<file path="config.mk">
export PLATFORM = sky130hd
export DESIGN_NAME = ibex_mem_arbiter
export DESIGN_NICKNAME = d
export VERILOG_FILES = /design/src/rtl/ibex_mem_arbiter.sv
export SDC_FILE = /design/constraint.sdc
export NUM_CORES = 1
export LEC_CHECK = 0
export ABC_AREA = 1
export ABC_CLOCK_PERIOD_IN_PS = 2000
export BUFFER_PORTS_ARGS = -buffer_cell sky130_fd_sc_hd__buf_2
export CAP_MARGIN = 0
export CORE_AREA = 2 2 96 98
export CTS_BUF_LIST = sky130_fd_sc_hd__clkbuf_8
export DETAILED_ROUTE_END_ITERATION = 8
export DIE_AREA = 0 0 98 100
export PLACE_DENSITY = 0.52
export RECOVER_POWER = 25
export SETUP_SLACK_MARGIN = 0.5
export SLEW_MARGIN = 20
export SYNTH_ARGS = -nofsm -noshare
export SYNTH_HDL_FRONTEND = slang
export SYNTH_SLANG_ARGS = --single-unit
</file>
<file path="constraint.sdc">
create_clock -name clk_i -period 2 [get_ports clk_i]
set_clock_uncertainty 0.2 [all_clocks]
set_input_delay 0.2 -clock clk_i [delete_from_list [all_inputs] [get_ports clk_i]]
set_output_delay 0.2 -clock clk_i [all_outputs]
set_load 0.1 [all_outputs]
</file>
<file path="src/rtl/ibex_mem_arbiter.sv">
// rtl/ibex_mem_arbiter.sv - two-port (fetch/load-store) arbiter onto one in-order memory bus
// Define IBEX_MEM_ARB_RR_EN for round-robin arbitration; default build is fixed priority, data over instr.
module ibex_mem_arbiter #(
  parameter int unsigned MaxOutstanding = 2
) (
  input  logic        clk_i,
  input  logic        rst_i,

  input  logic        instr_req_i,
  input  logic [31:0] instr_addr_i,
  output logic        instr_gnt_o,
  output logic        instr_rvalid_o,

  input  logic        data_req_i,
  input  logic        data_we_i,
  input  logic [3:0]  data_be_i,
  input  logic [31:0] data_addr_i,
  input  logic [31:0] data_wdata_i,
  output logic        data_gnt_o,
  output logic        data_rvalid_o,

  output logic [31:0] rsp_rdata_o,
  output logic        rsp_err_o,

  output logic        mem_req_o,
  output logic        mem_we_o,
  output logic [3:0]  mem_be_o,
  output logic [31:0] mem_addr_o,
  output logic [31:0] mem_wdata_o,
  input  logic        mem_gnt_i,
  input  logic        mem_rvalid_i,
  input  logic [31:0] mem_rdata_i,
  input  logic        mem_err_i
);

  localparam int unsigned CntW = $clog2(MaxOutstanding + 1);
  localparam int unsigned PtrW = (MaxOutstanding > 1) ? $clog2(MaxOutstanding) : 1;

  typedef enum logic {
    SelInstr = 1'b0,
    SelData  = 1'b1
  } sel_e;

  typedef enum logic {
    StIdle   = 1'b0,
    StLocked = 1'b1
  } state_e;

  state_e              state_q, state_d;
  sel_e                sel_q, sel_d;
  sel_e                policy_sel;
  sel_e                sel;
  logic [CntW-1:0]     count_q, count_d;
  logic [PtrW-1:0]     wptr_q, rptr_q;
  logic [MaxOutstanding-1:0] order_q;
  logic                full;
  logic                empty;
  logic                grant;
  logic                pop;
  logic                head_is_data;

  function automatic logic [PtrW-1:0] ptr_inc(input logic [PtrW-1:0] p);
    if (p == PtrW'(MaxOutstanding - 1)) begin
      return '0;
    end
    return p + PtrW'(1);
  endfunction

`ifdef IBEX_MEM_ARB_RR_EN
  sel_e last_q;

  // On contention the port that did not win last time goes first.
  always_comb begin
    policy_sel = SelInstr;
    if (instr_req_i && data_req_i) begin
      policy_sel = (last_q == SelData) ? SelInstr : SelData;
    end else if (data_req_i) begin
      policy_sel = SelData;
    end
  end

  always_ff @(posedge clk_i) begin
    if (rst_i) begin
      last_q <= SelInstr;
    end else if (grant) begin
      last_q <= sel;
    end
  end
`else
  always_comb begin
    policy_sel = data_req_i ? SelData : SelInstr;
  end
`endif

  // A request presented but not accepted keeps its owner until granted.
  assign sel   = (state_q == StLocked) ? sel_q : policy_sel;
  assign full  = (count_q == CntW'(MaxOutstanding));
  assign empty = (count_q == '0);

  assign mem_req_o   = (instr_req_i | data_req_i) & ~full & ~rst_i;
  assign grant       = mem_req_o & mem_gnt_i;
  assign instr_gnt_o = grant & (sel == SelInstr);
  assign data_gnt_o  = grant & (sel == SelData);

  always_comb begin
    mem_we_o    = 1'b0;
    mem_be_o    = 4'hF;
    mem_addr_o  = instr_addr_i;
    mem_wdata_o = 32'h0;
    if (sel == SelData) begin
      mem_we_o    = data_we_i;
      mem_be_o    = data_be_i;
      mem_addr_o  = data_addr_i;
      mem_wdata_o = data_wdata_i;
    end
  end

  always_comb begin
    state_d = state_q;
    sel_d   = sel_q;
    case (state_q)
      StIdle: begin
        if (mem_req_o && !mem_gnt_i) begin
          state_d = StLocked;
          sel_d   = sel;
        end
      end
      StLocked: begin
        if (grant) begin
          state_d = StIdle;
        end
      end
      default: state_d = StIdle;
    endcase
  end

  always_ff @(posedge clk_i) begin
    if (rst_i) begin
      state_q <= StIdle;
      sel_q   <= SelInstr;
    end else begin
      state_q <= state_d;
      sel_q   <= sel_d;
    end
  end

  // Responses with nothing outstanding are stray and are dropped.
  assign pop            = mem_rvalid_i & ~empty & ~rst_i;
  assign head_is_data   = order_q[rptr_q];
  assign instr_rvalid_o = pop & ~head_is_data;
  assign data_rvalid_o  = pop & head_is_data;
  assign rsp_rdata_o    = mem_rdata_i;
  assign rsp_err_o      = mem_err_i & (instr_rvalid_o | data_rvalid_o);

  always_comb begin
    count_d = count_q;
    case ({grant, pop})
      2'b10:   count_d = count_q + CntW'(1);
      2'b01:   count_d = count_q - CntW'(1);
      default: count_d = count_q;
    endcase
  end

  always_ff @(posedge clk_i) begin
    if (rst_i) begin
      count_q <= '0;
      wptr_q  <= '0;
      rptr_q  <= '0;
    end else begin
      count_q <= count_d;
      if (grant) begin
        wptr_q <= ptr_inc(wptr_q);
      end
      if (pop) begin
        rptr_q <= ptr_inc(rptr_q);
      end
    end
  end

  always_ff @(posedge clk_i) begin
    if (grant) begin
      order_q[wptr_q] <= (sel == SelData);
    end
  end

  always_ff @(posedge clk_i) begin
    if (!rst_i) begin
      assert (!(instr_gnt_o && data_gnt_o))
        else $error("instr and data granted in the same cycle");
    end
  end

endmodule

</file>
==> results.py, run 1 <==
metrics = {
    "pwr": {
        "cellPowerDensity_nw_per_um2": 676,
        "total_power_w": 0.00338,
        "max-vdd-ir-drop_mv": 0.322,
        "power.static_leakage_nw": 2.42,
    },
    "worst_hold_path": {
        "holdCritStartpoint": "rst_i",
        "worst_hold_path.endpoint": "count_q[0]",
        "timing.hold.worst_path_depth": 4,
        "min-delay-path-class": "in -> reg",
    },
    "floorplan": {
        "initial_utilization": 0.152,
        "fp.coreArea_um2": 8890,
        "die_width_um": 98,
        "boundaryPins": 247,
        "rows": 35,
        "floorplan.die.height_um": 100,
        "design.die.area_um2": 9800,
    },
    "cells_and_area": {
        "layout.filler_cells": 769,
        "layout-area-overhead-vs-synth_pct": 272,
        "insertedDiodeCount": 0,
        "ff_latch_area_um2": 193,
        "layoutNonFillerInstCount": 565,
        "drive_gt1_frac": 0.826,
        "nets": 597,
        "multiInputGateArea_um2": 1800,
    },
    "timing": {
        "hold_viol": 0,
        "whs_ns": 0.192,
        "rsz0062_at_grt": "yes",
        "fmaxAchievable_mhz": 537,
        "worst_slew_pin_slew_ns": 0.300,
        "share_of_the_clock_period_used_by_the_worst_path": 0.931,
        "setup_violations": 0,
        "timing_max_transition_violations_final": 0,
        "setup_total_neg_slack_ns": 0,
        "worst_slew_margin_rel": 0.800,
        "final_period_minus_worst_setup_slack_ns": 1.86,
    },
    "place": {
        "dp.final_hpwl_mm": 5.53,
        "routabilityCongestion": 0.773,
        "port_buffer_cells": 182,
        "place.detailed.instances": 527,
    },
    "cts": {
        "h-tree-depth": 1,
        "skew_pair_late_insertion_delay_ns": 0.22,
        "cts_buffer_depth": 2,
        "clock_slew_at_reported_path_ffs_ns": 0.04,
        "cts_tree": "yes",
        "clockRootBuffer": "clkbuf_8",
        "cts-buffers-inserted": 3,
        "clkSinkCount": 8,
    },
    "global_route": {
        "global_route.overflow_total": 0,
        "pin_count_of_the_biggest_net_entering_global_routing": 12,
        "grt_first_pass_wirelength_mm": 11.3,
        "grt_pass1_vias": 2294,
        "antenna_found_initial": 0,
        "global_route.usage.total": 0.144,
    },
    "yosys": {
        "synth.net_count": 412,
        "post_synth.cell_area_avg_um2": 4.97,
        "synth_fa_ha_area_frac": 0.00929,
        "yosysUniqueCellTypes": 18,
        "seq_area_frac_synth": 0.134,
        "synth_xor_xnor_area_share": 0,
        "synth.cell_area_um2": 1350,
        "postSynthCellCount": 271,
        "synth_compound_area_frac": 0.0316,
        "post_synth_mux_area_share": 0,
        "flop_and_latch_count_out_of_synthesis": 8,
        "synth_simple_gate_area_share": 0.482,
        "ys.warnings.count": 0,
        "main_combinational_cell_family_by_area_after_synthesis": "simple AND/OR/NAND/NOR gates",
    },
    "job": {
        "timing.max_cap.violations": 0,
    },
    "drt": {
        "drt-total-wl_mm": 7.87,
        "wl_met3_um": 657,
        "drt-met1-wl_mm": 2.36,
        "drt.antenna.violating_nets": 0,
        "detail_route.drc_violations": 0,
        "top_signal_layer_used": "met4",
        "wl_met2_mm": 4.83,
        "detail_route.wl_per_cell_um": 13.9,
        "first_iter_violations": 27,
        "avgViaCountPerCell": 4.03,
        "detailroute.via_count": 2277,
        "firstDrtPassIters": 4,
    },
    "critical_path": {
        "timing.reg2reg.setup_slack_ns": 0.34,
        "r2r.worst_path.cells": 8,
        "setup.worst_path.class": "reg -> out",
        "startpoint_type": "register",
        "crit-reg2reg-launch": "count_q[0]",
        "cp.buffers_inverters": 5,
        "crit_top_cell": "buf_6",
        "slowest_delay_ns": 0.31,
        "crit_path_max_fanout": 5,
        "crit_path_top_delay_cell": "dfxtp_2",
        "rr_endpoint": "count_q[1]",
        "worstPathCellList": "inv_2 -> nand2_4 -> o21ai_4 -> buf_6 -> buf_6 -> buf_6 -> or2_4 -> buf_12",
        "crit_path_end_kind": "primary output",
        "worst_ep_arrival_time_ns": 1.46,
        "timing.critical_path.required_ns": 1.60,
        "cpLargestDelayFamily": "buffers and inverters",
    },
    "outcome": {
        "status": "complete, no violations",
    },
}
## placed cells by master, fill, tap and decap left out, drive strengths merged, types with 2 or more instances in the layout
cell type  Yosys  layout
nand4          2       2
clkbuf         0       8
nand3          2       2
edfxtp         2       2
or2            5       5
a21oi          2       2
o21ai          3       3
inv           46      45
dfxtp          6       6
nand2        110     110
nor2          48      48
buf           42     216
## synthesized netlist by cell type
master | n | area share
nand2_1 | 110 | 0.31
nor2_1 | 47 | 0.13
inv_1 | 45 | 0.13
buf_4 | 32 | 0.18
buf_2 | 10 | 0.037
dfxtp_1 | 6 | 0.089
or2_2 | 5 | 0.023
a21oi_1 | 2 | 0.0074
edfxtp_1 | 2 | 0.045
nand3_1 | 2 | 0.0074
nand4_1 | 2 | 0.0093
o21ai_0 | 2 | 0.0074
a31oi_1 | 1 | 0.0046
ha_1 | 1 | 0.0093
inv_2 | 1 | 0.0028
nor2_2 | 1 | 0.0046
o21a_1 | 1 | 0.0056
o21ai_2 | 1 | 0.0065
## metal layers
metal / vias to the layer above / GRT usage
li1: 1119 / -
met1: 1031 / 0.135
met2: 125 / 0.313
met3: 2 / 0.0362
met4: 0 / 0.0192
met5: - / 0
## logic make-up after synthesis
family | count (synthesis)
fa+ha+maj | 1
simple gates | 167
flops | 8
compound gates | 7
buf+inv | 88
## worst max-delay path by stage
stage	from	end	slack, ns	cells past startpoint
after floorplan	register	instr_gnt_o	0.36	4
after global placement	data_req_i	mem_addr_o[7]	0.19	6
after detailed placement	register	mem_addr_o[12]	0.17	8
after CTS	register	mem_be_o[3]	0.12	7
after global routing	register	mem_addr_o[10]	0.09	6
final	sel_q	mem_be_o[3]	0.14	8
## worst min-delay path, stage by stage
cell     delay, ns
buf_2         0.12
inv_1         0.14
o21ai_2       0.08
a21oi_1       0.04
## cell type report
cell class,instances,area share
well taps,111,0.0277
clock buffers,3,0.00824
repair buffers,222,0.529
multi-input cells,175,0.359
flip-flops and latches,8,0.0385
inverters,46,0.0377
## power breakdown
group | switching [W] | total [W] | internal (W) | leakage, nW
Clock | 0.0000594 | 0.000189 | 0.000130 | 0.0216
Combinational | 0.00185 | 0.00300 | 0.00115 | 2.32
Sequential | 0.0000129 | 0.000192 | 0.000179 | 0.0700
## per-stage QoR
step           cell area, µm²  setup slack, ns   util
6_report                 5010            0.138  0.564
5_1_grt                  5010           0.0893  0.564
4_1_cts                  4720            0.116  0.531
3_5_place_dp             3770            0.171  0.424
3_3_place_gp             3770            0.190  0.424
2_1_floorplan            2140            0.364      -
## timing repair
item                                    4_1_cts  5_1_grt
pin swaps                                    10        5
hold endpoints to repair                      1        0
hold buffers                                  1        0
buffers inserted                             16        6
cloned                                        7        5
endpoints found under the setup margin       80       80
gates resized for setup                     176       24
Note: power is estimated with default switching activity, not from simulation.
==> inputs of run 2 (changes only) <==
--- a/config.mk
+++ b/config.mk
@@ -6,14 +6,13 @@
 export NUM_CORES = 1
 export LEC_CHECK = 0
 export ABC_AREA = 1
-export ABC_CLOCK_PERIOD_IN_PS = 2000
+export ABC_CLOCK_PERIOD_IN_PS = 1500
 export BUFFER_PORTS_ARGS = -buffer_cell sky130_fd_sc_hd__buf_2
 export CAP_MARGIN = 0
 export CORE_AREA = 2 2 96 98
-export CTS_BUF_LIST = sky130_fd_sc_hd__clkbuf_8
 export DETAILED_ROUTE_END_ITERATION = 8
 export DIE_AREA = 0 0 98 100
-export PLACE_DENSITY = 0.52
+export PLACE_DENSITY = 0.54
 export RECOVER_POWER = 25
 export SETUP_SLACK_MARGIN = 0.5
 export SLEW_MARGIN = 20
==> constraint.sdc (replaced) <==
create_clock -name clk_i -period 1.5 [get_ports clk_i]
set_clock_uncertainty 0.2 [all_clocks]
set_input_delay 0.15 -clock clk_i [delete_from_list [all_inputs] [get_ports clk_i]]
set_output_delay 0.15 -clock clk_i [all_outputs]
set_load 0.1 [all_outputs]
==> results.py, run 2 (synthesis gave the netlist of run 1 again) <==
metrics = {
    "outcome": {
        "status": "finished with violations",
        "violations": "negative setup slack",
    },
    "drt": {
        "firstDrtPassIters": 4,
        "drt.antenna.violating_nets": 0,
        "first_iter_violations": 22,
        "detail_route.drc_violations": 0,
        "drt-total-wl_mm": 6.95,
        "detailroute.via_count": 2215,
        "detail_route.wl_per_cell_um": 12.4,
        "avgViaCountPerCell": 3.96,
    },
    "cells_and_area": {
        "ff_latch_area_um2": 189,
        "layout.filler_cells": 810,
        "drive_gt1_frac": 0.766,
        "multiInputGateArea_um2": 1670,
        "stdcell_area_um2": 4620,
        "layout-area-overhead-vs-synth_pct": 243,
        "final_cell_mix": "buf_2 (107), buf_12 (79), nand2_1 (48)",
        "insertedDiodeCount": 0,
        "nets": 592,
        "layout_commonest_cell": "buf_2",
    },
    "global_route": {
        "global_route.overflow_total": 0,
        "grt_first_pass_wirelength_mm": 10.5,
        "pin_count_of_the_biggest_net_entering_global_routing": 25,
        "global_route.usage.total": 0.130,
        "antenna_found_initial": 0,
        "grt_pass1_vias": 2269,
    },
    "timing": {
        "layout_setup_ws_ns": -0.335,
        "fmaxAchievable_mhz": 545,
        "final_period_minus_worst_setup_slack_ns": 1.84,
        "rsz0062_at_grt": "yes",
        "timing_max_transition_violations_final": 0,
        "setup_violations": 75,
        "worst_slew_pin_slew_ns": 0.235,
        "share_of_the_clock_period_used_by_the_worst_path": 1.22,
        "worst_slew_margin_rel": 0.843,
        "hold_viol": 0,
    },
    "critical_path": {
        "r2r.worst_path.cells": 7,
        "crit-reg2reg-launch": "count_q[1]",
        "crit_path_end_kind": "primary output",
        "crit_path_max_fanout": 22,
        "setup.worst_path.class": "reg -> out",
        "worst_ep_arrival_time_ns": 1.49,
        "timing.critical_path.required_ns": 1.15,
        "startpoint_type": "register",
        "timing.reg2reg.setup_slack_ns": -0.08,
        "rr_endpoint": "count_q[1]",
    },
    "cts": {
        "clkSinkCount": 8,
        "cts_tree": "yes",
        "cts_buffer_depth": 2,
        "clockRootBuffer": "clkbuf_8",
        "clock_slew_at_reported_path_ffs_ns": 0.04,
        "cts-buffers-inserted": 3,
        "cts-hold-fix-buffers": 0,
        "skew_pair_late_insertion_delay_ns": 0.23,
        "h-tree-depth": 1,
    },
    "worst_hold_path": {
        "min-delay-path-class": "in -> reg",
        "timing.hold.worst_path_depth": 3,
        "worst_hold_path.endpoint": "wptr_q",
        "holdCritStartpoint": "rst_i",
    },
    "floorplan": {
        "design.die.area_um2": 9800,
        "boundaryPins": 247,
        "floorplan.die.height_um": 100,
        "die_width_um": 98,
        "rows": 35,
        "initial_utilization": 0.152,
        "fp.coreArea_um2": 8890,
    },
    "pwr": {
        "cellPowerDensity_nw_per_um2": 914,
        "power.static_leakage_nw": 2.21,
        "max-vdd-ir-drop_mv": 0.404,
    },
    "place": {
        "dp.final_hpwl_mm": 5.68,
        "pre_cts_ws_ns": -0.183,
        "port_buffer_cells": 182,
        "routabilityCongestion": 0.739,
        "cell_area_after_placement_um2": 4100,
    },
    "job": {
        "timing.max_cap.violations": 0,
    },
}
-- run 2: worst max-delay path by stage --
stage	start	to	slack, ns	cells past startpoint
3_5_place_dp	sel_q	mem_wdata_o[13]	-0.18	7
2_1_floorplan	count_q[0]	count_q[1]	-0.09	7
6_report	register	mem_addr_o[17]	-0.34	5
4_1_cts	register	mem_addr_o[16]	-0.33	5
5_1_grt	register	mem_addr_o[17]	-0.39	6
3_3_place_gp	sel_q	mem_wdata_o[18]	-0.19	7
-- run 2: critical path: stages, from the launching register on --
cell     delay [ns]
dfxtp_2        0.33
o21ai_4        0.20
buf_12         0.22
nand2_1        0.19
nand2_8        0.12
buf_12         0.17
-- run 2: per-stage QoR --
| step | TNS (ns) | util | power [W] | cells | hold slack, ns |
|---|---|---|---|---|---|
| finish | -17.37 | 0.520 | 0.00422 | 560 | 0.000468 |
| global route | -22.30 | 0.520 | 0.00437 | 560 | 0.00886 |
| CTS | -18.34 | 0.513 | 0.00422 | 556 | 0.00229 |
| detailed placement | -7.57 | 0.461 | 0.00373 | 547 | 0.101 |
| floorplan | -1.76 | - | 0.00301 | 271 | 0.0215 |
| global placement | -7.17 | 0.461 | 0.00371 | 547 | 0.101 |
-- run 2: area by class of cell --
type                            instances  share of cell area
Timing Repair Buffer                  217               0.521
Multi-Input combinational cell        175               0.361
Clock buffer                            3             0.00893
Sequential cell                         8              0.0409
Tap cell                              111              0.0300
Inverter                               46              0.0382
-- run 2: routing by layer --
| metal | global-route usage | part of all wire |
|---|---|---|
| met5 | 0 | 0 |
| met2 | 0.249 | 0.55 |
| met3 | 0.0216 | 0.070 |
| met4 | 0.0417 | 0.024 |
| met1 | 0.146 | 0.36 |
-- run 2: what timing repair did --
action / CTS / global route
resized for setup: 109 / 11
setup buffers: 6 / 4
setup endpoints to repair: 85 / 85
pin swaps: 15 / 4
-- run 2: power by group --
group / switching (W) / internal [W] / total [W] / leakage, nW
registers: 0.0000152 / 0.000240 / 0.000256 / 0.0698
clock network: 0.0000843 / 0.000174 / 0.000258 / 0.0216
logic: 0.00236 / 0.00135 / 0.00371 / 2.12
==> inputs of run 3 (changes only) <==
--- a/config.mk
+++ b/config.mk
@@ -7,7 +7,7 @@
 export LEC_CHECK = 0
 export ABC_AREA = 1
 export ABC_CLOCK_PERIOD_IN_PS = 1500
-export BUFFER_PORTS_ARGS = -buffer_cell sky130_fd_sc_hd__buf_2
+export BUFFER_PORTS_ARGS = -buffer_cell sky130_fd_sc_hd__buf_4
 export CAP_MARGIN = 0
 export CORE_AREA = 2 2 96 98
 export DETAILED_ROUTE_END_ITERATION = 8
==> constraint.sdc (replaced) <==
create_clock -name clk_i -period 1.5 [get_ports clk_i]
set_clock_uncertainty 0.2 [all_clocks]
set_input_delay 0.15 -clock clk_i [delete_from_list [all_inputs] [get_ports clk_i]]
set_output_delay 0.15 -clock clk_i [all_outputs]
set_load 0.05 [all_outputs]
==> results.py, run 3 (synthesis gave the netlist of run 1 again) <==
metrics = {
    "cts": {
        "cts_tree": "yes",
        "cts-buffers-inserted": 3,
        "skew_pair_late_insertion_delay_ns": 0.23,
        "clockRootBuffer": "clkbuf_8",
        "clock_slew_at_reported_path_ffs_ns": 0.04,
        "h-tree-depth": 1,
        "clkSinkCount": 8,
        "cts_buffer_depth": 2,
    },
    "place": {
        "routabilityCongestion": 0.714,
        "dp.final_hpwl_mm": 4.94,
        "pre_cts_ws_ns": -0.233,
        "port_buffer_cells": 182,
    },
    "pwr": {
        "power.static_leakage_nw": 2.25,
        "cellPowerDensity_nw_per_um2": 725,
        "total_power_w": 0.00320,
        "max-vdd-ir-drop_mv": 0.284,
    },
    "global_route": {
        "global_route.overflow_total": 0,
        "pin_count_of_the_biggest_net_entering_global_routing": 35,
        "grt_first_pass_wirelength_mm": 10.1,
        "global_route.usage.total": 0.123,
        "grt_pass1_vias": 2263,
        "antenna_found_initial": 0,
    },
    "outcome": {
        "violations": "negative setup slack",
        "status": "finished with violations",
    },
    "drt": {
        "detail_route.wl_per_cell_um": 11.7,
        "detailroute.via_count": 2233,
        "detail_route.drc_violations": 0,
        "drt.antenna.violating_nets": 0,
        "avgViaCountPerCell": 3.95,
        "first_iter_violations": 17,
        "firstDrtPassIters": 4,
        "drt-total-wl_mm": 6.61,
    },
    "critical_path": {
        "crit_path_end_kind": "primary output",
        "timing.critical_path.required_ns": 1.15,
        "setup.worst_path.class": "reg -> out",
        "worst_ep_arrival_time_ns": 1.46,
        "crit_path_max_fanout": 7,
        "startpoint_type": "register",
        "crit-reg2reg-launch": "count_q[1]",
    },
    "cells_and_area": {
        "nets": 597,
        "layout_commonest_cell": "buf_4",
        "insertedDiodeCount": 0,
        "utilization": 0.496,
        "final_cell_mix": "buf_4 (126), buf_6 (48), inv_1 (41)",
        "layout-area-overhead-vs-synth_pct": 227,
        "drive_gt1_frac": 0.782,
    },
    "worst_hold_path": {
        "min-delay-path-class": "in -> reg",
        "holdCritStartpoint": "mem_gnt_i",
    },
    "floorplan": {
        "design.die.area_um2": 9800,
        "die_width_um": 98,
        "rows": 35,
        "boundaryPins": 247,
        "fp.coreArea_um2": 8890,
        "initial_utilization": 0.152,
        "floorplan.die.height_um": 100,
    },
    "timing": {
        "fmaxAchievable_mhz": 553,
        "timing_max_transition_violations_final": 0,
        "final_period_minus_worst_setup_slack_ns": 1.81,
        "whs_ns": 0.0955,
        "worst_slew_pin_slew_ns": 0.233,
        "worst_slew_margin_rel": 0.845,
        "setup_total_neg_slack_ns": -18.60,
        "share_of_the_clock_period_used_by_the_worst_path": 1.21,
        "rsz0062_at_grt": "yes",
        "setup_violations": 75,
        "hold_viol": 0,
        "layout_setup_ws_ns": -0.309,
    },
    "job": {
        "timing.max_cap.violations": 0,
    },
}
[run 3: critical path, cell delays in order, from the launching register on]
cell     delay [ns]
dfxtp_4        0.35
o21ai_4        0.18
buf_12         0.18
buf_8          0.11
buf_16         0.11
nand2_1        0.08
nand2_4        0.07
buf_8          0.14
[run 3: final timing paths]
check                                       to  slack [ns]  cells past startpoint
worst max-delay path            mem_addr_o[10]       -0.31                      7
worst min-delay path                    wptr_q         0.1                      4
worst max register to register      count_q[1]       -0.03                      7
worst min register to register          rptr_q        0.31                      2
[run 3: layout make-up]
| type | count | area, µm² |
|---|---|---|
| timing repair buffer | 222 | 2280 |
| sequential | 8 | 190 |
| fill | 869 | 4480 |
| inverter | 46 | 203 |
| clock buffer | 4 | 45.0 |
| tap | 111 | 139 |
| multi-input combinational | 175 | 1550 |
[run 3: report_power, final]
group          internal (W)  leakage [nW]  switching [W]  total (W)
clock              0.000185        0.0228      0.0000907   0.000275
combinational       0.00118          2.15        0.00148    0.00267
sequential         0.000239        0.0697      0.0000147   0.000254
total               0.00161          2.25        0.00159    0.00320
[run 3: per-layer routing]
metal	GRT usage	up-vias	share of wire
li1	-	1118	-
met2	0.239	109	0.57
met3	0.0327	8	0.078
met1	0.134	998	0.34
met5	0	-	0
met4	0.0235	0	0.011
[run 3: what timing repair did]
action,4_1_cts,5_1_grt
pin swaps,7,3
gates resized for setup,131,30
setup buffers,9,10
setup endpoints to repair,85,85
endpoints found under the hold margin,1,0
cloned,2,1
hold buffers,1,0
[run 3: through the flow]
| step | instance area (µm²) | instances |
|---|---|---|
| after floorplan | 2180 | 271 |
| after global placement | 3510 | 539 |
| after detailed placement | 3510 | 539 |
| after CTS | 4190 | 555 |
| after global routing | 4410 | 566 |
| final | 4410 | 566 |
